===== config.mk =====
export PLATFORM = sky130hd
export DESIGN_NAME = mem_stage
export DESIGN_NICKNAME = d
export VERILOG_FILES = /design/src/rtl/pipe_bus_pkg.sv /design/src/rtl/load_align.sv /design/src/rtl/mem_stage.sv
export SDC_FILE = /design/constraint.sdc
export NUM_CORES = 1
export LEC_CHECK = 0
export ABC_CLOCK_PERIOD_IN_PS = 8230
export BUFFER_PORTS_ARGS = -buffer_cell sky130_fd_sc_hd__buf_4
export CORE_AREA = 5 5 161 163
export DETAILED_ROUTE_END_ITERATION = 6
export DIE_AREA = 0 0 166 168
export PLACE_DENSITY = 0.58
export SYNTH_ARGS = -nofsm -noshare
export SYNTH_HDL_FRONTEND = slang
export SYNTH_SLANG_ARGS = --single-unit

===== constraint.sdc =====
create_clock -name clk -period 8.23 [get_ports clk]
set_input_delay 0.4115 -clock clk [delete_from_list [all_inputs] [get_ports clk]]
set_output_delay 0.4115 -clock clk [all_outputs]
set_load 0.02 [all_outputs]

===== src/rtl/pipe_bus_pkg.sv =====
// Field layouts of the EXE->MEM and MEM->WB pipeline buses, plus the MEM-stage
// entry record and state encoding.
package pipe_bus_pkg;

  localparam int ES_TO_MS_BUS_W = 232;
  localparam int MS_TO_WS_BUS_W = 104;
  localparam int MS_FWD_BUS_W   = 39;
  localparam int CSR_EXT_W      = 121;
  localparam int CSR_WB_W       = 30;
  localparam int LD_OP_W        = 5;

  localparam int LD_B  = 0;
  localparam int LD_BU = 1;
  localparam int LD_H  = 2;
  localparam int LD_HU = 3;
  localparam int LD_W  = 4;

  typedef struct packed {
    logic [31:0]          pc;
    logic [31:0]          result;
    logic [4:0]           dest;
    logic                 gr_we;
    logic                 res_from_mem;
    logic [LD_OP_W-1:0]   ld_op;
    logic                 mem_req;
    logic                 ex;
    logic                 ertn;
    logic                 refetch;
    logic                 wr_asid_ehi;
    logic [CSR_EXT_W-1:0] csr_ext;  // badv / csr wmask / wvalue, not needed past MEM
    logic [CSR_WB_W-1:0]  csr_wb;   // {csr_we, csr_num, ecode, esubcode}
  } es_to_ms_t;

  typedef struct packed {
    logic [31:0]         pc;
    logic [31:0]         final_result;
    logic [4:0]          dest;
    logic                gr_we;
    logic                ex;
    logic                ertn;
    logic                refetch;
    logic                wr_asid_ehi;
    logic [CSR_WB_W-1:0] csr_wb;
  } ms_to_ws_t;

  typedef struct packed {
    logic [31:0]         pc;
    logic [31:0]         result;
    logic [4:0]          dest;
    logic                gr_we;
    logic                res_from_mem;
    logic [LD_OP_W-1:0]  ld_op;
    logic                ex;
    logic                ertn;
    logic                refetch;
    logic                wr_asid_ehi;
    logic [CSR_WB_W-1:0] csr_wb;
  } ms_entry_t;

  typedef enum logic [1:0] {
    MS_EMPTY = 2'd0,
    MS_READY = 2'd1,
    MS_WAIT  = 2'd2,
    MS_HOLD  = 2'd3
  } ms_state_e;

endpackage


===== src/rtl/load_align.sv =====
// Selects the addressed byte/halfword of a load response and sign/zero-extends it.
module load_align
  import pipe_bus_pkg::*;
(
  input  logic [31:0]        rdata,
  input  logic [1:0]         sel,
  input  logic [LD_OP_W-1:0] ld_op,
  output logic [31:0]        data
);

  logic [7:0]  lane [4];
  logic [7:0]  byte_sel;
  logic [15:0] half_sel;

  genvar gi;
  generate
    for (gi = 0; gi < 4; gi++) begin : g_lane
      assign lane[gi] = rdata[gi*8 +: 8];
    end
  endgenerate

  assign byte_sel = lane[sel];
  assign half_sel = sel[1] ? rdata[31:16] : rdata[15:0];

  always_comb begin
    data = rdata;
    if (ld_op[LD_B])       data = {{24{byte_sel[7]}}, byte_sel};
    else if (ld_op[LD_BU]) data = {24'h0, byte_sel};
    else if (ld_op[LD_H])  data = {{16{half_sel[15]}}, half_sel};
    else if (ld_op[LD_HU]) data = {16'h0, half_sel};
  end

endmodule


===== src/rtl/mem_stage.sv =====
// MEM pipeline stage: tracks the data-SRAM request issued by EXE, discards responses
// belonging to flushed requests, aligns load data and hands completed entries to WB.
module mem_stage
  import pipe_bus_pkg::*;
#(
  parameter int ES_TO_MS_W = ES_TO_MS_BUS_W,
  parameter int MS_TO_WS_W = MS_TO_WS_BUS_W
) (
  input  logic                    clk,
  input  logic                    reset,
  input  logic                    es_to_ms_valid,
  input  logic [ES_TO_MS_W-1:0]   es_to_ms_bus,
  output logic                    ms_allowin,
  input  logic                    ws_allowin,
  output logic                    ms_to_ws_valid,
  output logic [MS_TO_WS_W-1:0]   ms_to_ws_bus,
  input  logic                    data_sram_data_ok,
  input  logic [31:0]             data_sram_rdata,
  input  logic                    wb_ex,
  input  logic                    wb_ertn,
  input  logic                    wb_refetch,
  output logic                    mem_ex,
  output logic                    mem_ertn,
  output logic                    mem_refetch,
  output logic                    mem_write_asid_ehi,
  output logic [MS_FWD_BUS_W-1:0] ms_fwd_bus
);

  es_to_ms_t  es_in;
  ms_to_ws_t  ws_out;
  ms_entry_t  entry_reg, entry_next;
  ms_state_e  state_reg, state_next;
  logic [1:0] drop_cnt_reg, drop_cnt_next;
  logic [2:0] drop_sum;
  logic [31:0] rdata_buf_reg;
  logic [31:0] load_rdata;
  logic [31:0] aligned_data;
  logic [31:0] final_result;
  logic flush, ms_valid, ms_ready_go, capture, resp_live, latch_rdata;
  logic drop_inc_cur, drop_inc_new, drop_dec, gr_we_eff;
  logic unused_csr_ext;

  assign es_in          = es_to_ms_bus;
  assign unused_csr_ext = ^es_in.csr_ext;

  assign flush          = wb_ex | wb_ertn | wb_refetch;
  // A response only belongs to the current entry once all stale ones have drained.
  assign resp_live      = data_sram_data_ok && (drop_cnt_reg == 2'd0);
  assign ms_valid       = (state_reg != MS_EMPTY);
  assign ms_ready_go    = (state_reg != MS_WAIT) || resp_live;
  assign ms_allowin     = !ms_valid || (ms_ready_go && ws_allowin);
  assign capture        = es_to_ms_valid && ms_allowin && !flush;
  assign ms_to_ws_valid = ms_valid && ms_ready_go;

  always_ff @(posedge clk or posedge reset) begin
    if (reset) begin
      state_reg <= MS_EMPTY;
    end else begin
      state_reg <= state_next;
    end
  end

  always_comb begin
    state_next = state_reg;
    if (capture) begin
      state_next = es_in.mem_req ? MS_WAIT : MS_READY;
    end else if (flush || ms_allowin) begin
      state_next = MS_EMPTY;
    end else if ((state_reg == MS_WAIT) && resp_live) begin
      state_next = MS_HOLD;
    end
  end

  assign latch_rdata = (state_reg == MS_WAIT) && (state_next == MS_HOLD);

  // Every request that will never be consumed by a live entry adds one response to discard.
  assign drop_inc_cur = flush && (state_reg == MS_WAIT) && !resp_live;
  assign drop_inc_new = flush && es_to_ms_valid && ms_allowin && es_in.mem_req;
  assign drop_dec     = data_sram_data_ok && (drop_cnt_reg != 2'd0);
  assign drop_sum     = {1'b0, drop_cnt_reg} + {2'b0, drop_inc_cur} + {2'b0, drop_inc_new}
                        - {2'b0, drop_dec};
  assign drop_cnt_next = (drop_sum > 3'd2) ? 2'd2 : drop_sum[1:0];

  always_ff @(posedge clk or posedge reset) begin
    if (reset) begin
      drop_cnt_reg <= 2'd0;
    end else begin
      drop_cnt_reg <= drop_cnt_next;
    end
  end

  always_comb begin
    entry_next              = '0;
    entry_next.pc           = es_in.pc;
    entry_next.result       = es_in.result;
    entry_next.dest         = es_in.dest;
    entry_next.gr_we        = es_in.gr_we;
    entry_next.res_from_mem = es_in.res_from_mem;
    entry_next.ld_op        = es_in.ld_op;
    entry_next.ex           = es_in.ex;
    entry_next.ertn         = es_in.ertn;
    entry_next.refetch      = es_in.refetch;
    entry_next.wr_asid_ehi  = es_in.wr_asid_ehi;
    entry_next.csr_wb       = es_in.csr_wb;
  end

  always_ff @(posedge clk or posedge reset) begin
    if (reset) begin
      entry_reg     <= '0;
      rdata_buf_reg <= 32'h0;
    end else begin
      if (capture) begin
        entry_reg <= entry_next;
      end
      if (latch_rdata) begin
        rdata_buf_reg <= data_sram_rdata;
      end
    end
  end

  assign load_rdata = (state_reg == MS_HOLD) ? rdata_buf_reg : data_sram_rdata;

  load_align u_load_align (
    .rdata (load_rdata),
    .sel   (entry_reg.result[1:0]),
    .ld_op (entry_reg.ld_op),
    .data  (aligned_data)
  );

  assign final_result = entry_reg.res_from_mem ? aligned_data : entry_reg.result;
  assign gr_we_eff    = entry_reg.gr_we && !entry_reg.ex;

  always_comb begin
    ws_out              = '0;
    ws_out.pc           = entry_reg.pc;
    ws_out.final_result = final_result;
    ws_out.dest         = entry_reg.dest;
    ws_out.gr_we        = gr_we_eff;
    ws_out.ex           = entry_reg.ex;
    ws_out.ertn         = entry_reg.ertn;
    ws_out.refetch      = entry_reg.refetch;
    ws_out.wr_asid_ehi  = entry_reg.wr_asid_ehi;
    ws_out.csr_wb       = entry_reg.csr_wb;
  end

  assign ms_to_ws_bus = ws_out;

  assign mem_ex             = ms_valid && entry_reg.ex;
  assign mem_ertn           = ms_valid && entry_reg.ertn;
  assign mem_refetch        = ms_valid && entry_reg.refetch;
  assign mem_write_asid_ehi = ms_valid && entry_reg.wr_asid_ehi;

  // A load still waiting for data cannot be bypassed; ID has to stall on it.
  assign ms_fwd_bus = {ms_valid && gr_we_eff,
                       ms_valid && entry_reg.res_from_mem && !ms_ready_go,
                       entry_reg.dest,
                       final_result};

endmodule


Word-level counts from Yosys, hierarchy flattened
Cells that the tools add are included.
- $add $sub $neg: 3
- reductions and logical operators: 32
- $lt $le $gt $ge: 2
- bitwise logic cells: 3
- eq/ne operators: 4
- mux-type cells: 15
- operators with widths (operator ; number):
    2-to-1 mux 32 bit ; 6
    logical AND 1 bit ; 21
    binary-select mux 8 bit (select 2 bit) ; 1
    2-to-1 mux 16 bit ; 1
    2-to-1 mux 8 bit ; 2
    2-to-1 mux 2 bit ; 5
    equality test 2 bit (second input constant) ; 3
    zero test 1 bit ; 5
    nonzero test 2 bit ; 2
    adder 2 x 1 -> 3 bit ; 1
    adder 3 x 1 -> 3 bit ; 1
    >= comparator 3 bit (second input constant) ; 1
    greater-than comparator 3 x 2 -> 1 bit (second input constant) ; 1
    logical OR 1 bit ; 3
    inverter 2 -> 3 bit ; 1
    subtractor 3 x 1 -> 3 bit ; 1
    zero test 2 bit ; 1
    != test 2 bit (second input constant) ; 1
    OR 1 bit ; 2
- word-level logic and storage cells: 73
- input port bits: 272
- output and inout port bits: 149
- register bits after elaboration: 145

Depth between registers and ports, before layout
- depth in word-level cells: 11
- gate-level depth with buffers: 10

Hierarchy
Synthesis repeated with hierarchy kept, for this count alone.
- cells, all modules: 641
- area, all modules: 8215.4 um^2
- modules (own cells, without submodules) (module ; times used ; cells each ; sequential area each (um^2) ; area an instance (um^2)):
    mem_stage ; 1 ; 522 ; 3653.5 ; 7363.3
    load_align ; 1 ; 119 ; 0.0 ; 852.1

Least setup slack after synthesis
Ideal clock, no wire load.
- path kind: input to output
- from: input port data_sram_rdata[31]
- to: output port ms_to_ws_bus[71]
- path slack: 5.662 ns
- buffers on the path: 2
- arrival: 2.156 ns
- required time: 7.819 ns
- stages: 6
- path through: a21bo_2 > and2_1 > mux4_2 > buf_6 > o221ai_1 > buf_4
- longest elaborated chain between the ends: 6
- ends and longest elaborated chain (what ; RTL line ; RTL):
    start: declaration ; mem_stage.sv:18 ; input logic [31:0] data_sram_rdata,
    2-to-1 mux 32 bit * ; mem_stage.sv:121 ; assign load_rdata = (state_reg == MS_HOLD) ? rdata_buf_reg : data_sram_rdata;
    binary-select mux 8 bit (select 2 bit), or another cell as far along ; load_align.sv:22 ; assign byte_sel = lane[sel];
    2-to-1 mux 8 bit (not written as such) or 2-to-1 mux 32 bit (tied branches) ; load_align.sv:22, load_align.sv:29 ;
    2-to-1 mux 8 bit (not written as such) or 2-to-1 mux 32 bit (tied branches) ; load_align.sv:22, load_align.sv:28 ;
    2-to-1 mux 32 bit * ; load_align.sv:27 ; if (ld_op[LD_B]) data = {{24{byte_sel[7]}}, byte_sel};
    2-to-1 mux 32 bit * ; mem_stage.sv:130 ; assign final_result = entry_reg.res_from_mem ? aligned_data : entry_reg.result;
    end: declaration ; mem_stage.sv:16 ; output logic [MS_TO_WS_W-1:0] ms_to_ws_bus,
Every way passes the cells marked *; elsewhere a longest branch is shown, timed or not. The select of a mux whose other input is x is not followed.

Worst setup path after layout
- from: register state_reg[0]
- to: output port ms_to_ws_bus[59]
- longest elaborated chain between the ends: 7
- ends and longest elaborated chain (what ; RTL line ; RTL):
    start: declaration ; mem_stage.sv:32 ; ms_state_e state_reg, state_next;
    start signal: assignment ; mem_stage.sv:59 ; state_reg <= state_next;
    equality test 2 bit * ; mem_stage.sv:121 ;
    2-to-1 mux 32 bit * ; mem_stage.sv:121 ;
    binary-select mux 8 bit (select 2 bit), or another cell as far along ; load_align.sv:22 ;
    2-to-1 mux 8 bit (not written as such) or 2-to-1 mux 32 bit (tied branches) ; load_align.sv:22, load_align.sv:29 ;
    2-to-1 mux 8 bit (not written as such) or 2-to-1 mux 32 bit (tied branches) ; load_align.sv:22, load_align.sv:28 ;
    2-to-1 mux 32 bit * ; load_align.sv:27 ;
    2-to-1 mux 32 bit * ; mem_stage.sv:130 ;
Marks and branches as above.

==> results.json <==
{
  "yosys-top-cells-area": "dfrtp_1 46%, mux2_2 19%, buf_4 12%, mux2i_1 1.9%, o221ai_2 1.9%",
  "drc": 0,
  "min_period_ns": 3.80,
  "path_buf_inv": 2,
  "ys_warn_count": 0,
  "multi_input_area_um2": 3260,
  "clockRootBuffer": "clkbuf_16",
  "yosysSeqAreaShare": 0.455,
  "clock_sinks": 145,
  "tns_ns": 0,
  "fmax_mhz": 263,
  "chipWidth_um": 166,
  "ctsHtreeMaxLevel": 4,
  "syn_to_final_growth_pct": 27.6,
  "grt_max_degree": 81,
  "avgSynthCellArea_um2": 11.9,
  "cp_max_fo": 43,
  "vias_per_cell": 4.82,
  "ys_top_cells_by_count": "145 x dfrtp_1, 135 x mux2_2, 124 x buf_4, 36 x nand2_1, 20 x a21oi_1",
  "dp_hpwl_um": 17900,
  "core_area_um2": 24200,
  "finalInstanceArea_um2": 10200,
  "syn-cell-area_um2": 7970,
  "setup_violations": 0,
  "dr.pass1.iters": 4,
  "portBuffers": 298,
  "outcome": "finished clean",
  "finalHoldViolCount": 0,
  "globalRoute.totalOverflow": 0,
  "rsz0062_at_grt": "false",
  "path_class": "flop to output pin",
  "start_kind": "flop",
  "p_leak_nw": 4.87,
  "synthCells": 669,
  "largest_reg_flops": 66,
  "crit_required_ns": 7.82,
  "hold_buffers": 0,
  "start_util": 0.330,
  "rows": 57,
  "first_iter_violations": 224,
  "clk_pin_slew_ns": 0.06,
  "power_density_nw_per_um2": 281,
  "vias": 5685,
  "n_antenna_cell": 0,
  "ir_worst_vdd_mv": 0.136,
  "synth-seq-cells": 145,
  "drive_gt1_frac": 0.591,
  "die_h_um": 168,
  "antenna_found_initial": 0,
  "cts_made_buffers": 17,
  "slowest_stage": "mux4_2",
  "crit_path_end_kind": "output pin",
  "clk_path_buf_depth": 2,
  "syn_nets": 944,
  "synth_top_cell_by_area": "dfrtp_1",
  "tightest_slew_ns": 1.07,
  "fin_nets": 1117,
  "max_slew_margin": 0.282,
  "cts_resized": 0,
  "crit_top_cell": "buf_4",
  "grt_pass1_wl_um": 36600,
  "worstSkewPairLatency_ns": 0.43,
  "yosysMostFrequentCell": "dfrtp_1",
  "yosys_most_used_dff": "dfrtp_1",
  "antenna_left": 0,
  "postPlaceCellArea_um2": 9610,
  "drv_slew": 0,
  "grt_usage": 0.169,
  "yosysUniqueCellTypes": 52,
  "cp_top_family": "multiplexers",
  "max_cap_viol_count": 0,
  "final-seq-area_um2": 3630,
  "ios": 421,
  "die-area_um2": 27900,
  "worst_hold_path_type": "input port to asynchronous set/reset pin",
  "gp_congestion": 0.801,
  "synth_edf_count": 0,
  "worst_path_largest_cell_delay_ns": 0.79,
  "fill_cells": 2372,
  "synth_top_area_frac": 0.455,
  "worstPathCellList": "nand2_1 -> buf_4 -> mux2i_1 -> mux4_2 -> o221ai_1 -> buf_4",
  "drt_wl_total_um": 23800,
  "skew_ns": 0.0116,
  "async_flop_share": 1.00,
  "tritoncts": "yes",
  "critPathArrivalTime_ns": 3.39,
  "wl_per_cell_um": 20.2,
  "postCtsSetupBuffers": 0,
  "layout_worst_path_cycle_share": 0.462,
  "grt_pass1_vias": 6174
}
==> worst paths after layout <==
kind                            cells after the start              start  slack (ns)                 to
max in group asynchronous                           3              reset        6.69      entry_reg[54]
min in group clk                                    2  es_to_ms_bus[226]        0.19   ms_to_ws_bus[98]
worst max-delay path                                6       state_reg[0]        4.43   ms_to_ws_bus[59]
worst max register to register                      5       state_reg[0]        4.46   ms_to_ws_bus[14]
worst min register to register                      1    ms_to_ws_bus[2]        0.50    ms_to_ws_bus[2]
worst min-delay path                                2              reset        0.10  ms_to_ws_bus[103]
==> stage by stage <==
step	utilization	power (mW)	hold WS, ns	setup WS, ns	std cells
2_1_floorplan	-	1.81	0.459	3.92	669
3_3_place_gp	0.398	2.14	0.471	4.33	1147
3_5_place_dp	0.398	2.15	0.480	4.36	1147
4_1_cts	0.420	2.91	0.126	4.33	1179
5_1_grt	0.420	3.02	0.167	4.17	1179
6_report	0.420	2.86	0.105	4.43	1179
==> cells by family (layout without fill, tap and decap cells) <==
family | count (synthesis) | after routing | synth area share
AO/OA/AOI/OAI | 107 | 107 | 0.112
XOR/XNOR | 1 | 1 | 0.00110
adder cells (fa/ha/maj) | 3 | 3 | 0.00660
buffers and inverters | 158 | 344 | 0.138
flip-flops | 145 | 145 | 0.455
multiplexers | 162 | 162 | 0.229
AND/OR/NAND/NOR | 93 | 93 | 0.0578
==> area by class of cell <==
type / instances / share of cell area
clock inverters: 14 / 0.0119
multi-input cells: 366 / 0.321
clock buffers: 18 / 0.0422
repair buffers: 304 / 0.225
inverters: 8 / 0.00345
flip-flops and latches: 145 / 0.357
well taps: 324 / 0.0399
==> routing by layer <==
layer | global-route usage | vias to the layer above | wire [µm]
met2 | 0.276 | 212 | 11500
met1 | 0.208 | 2809 | 9900
met5 | 0 | - | 0
li1 | - | 2644 | -
met3 | 0.0720 | 20 | 2080
met4 | 0.0434 | 0 | 312
==> placed cells by master, fill, tap and decap left out, types with 3 or more instances in the layout <==
master	count
a32o_1	5
mux2i_1	15
a2111oi_0	5
o221ai_1	7
nand2_1	36
o21ai_0	8
a21oi_1	20
a211oi_1	7
and3_1	11
mux2_1	10
buf_4	304
o21a_1	3
nor2_1	14
o21ba_2	8
mux2_2	135
o221ai_2	10
inv_6	7
and2_1	4
clkbuf_16	17
o22ai_1	8
nor2b_1	7
inv_1	6
dfrtp_1	145
clkinv_4	3
o221a_2	8
nand3_1	10
a21o_1	5
==> where the power goes <==
group | leakage, nW | switching [mW] | total [mW] | internal [mW]
combinational | 2.79 | 0.653 | 1.17 | 0.519
clock | 0.267 | 0.346 | 0.742 | 0.396
sequential | 1.81 | 0.100 | 0.945 | 0.845
==> worst register-to-register path, cell delays in order (launching register included) <==
cell	delay, ns
dfrtp_1	0.78
o21ai_1	0.35
a211oi_4	0.74
buf_4	0.61
buf_4	0.72
mux2_2	0.47
(Power assumes the default switching activity.)
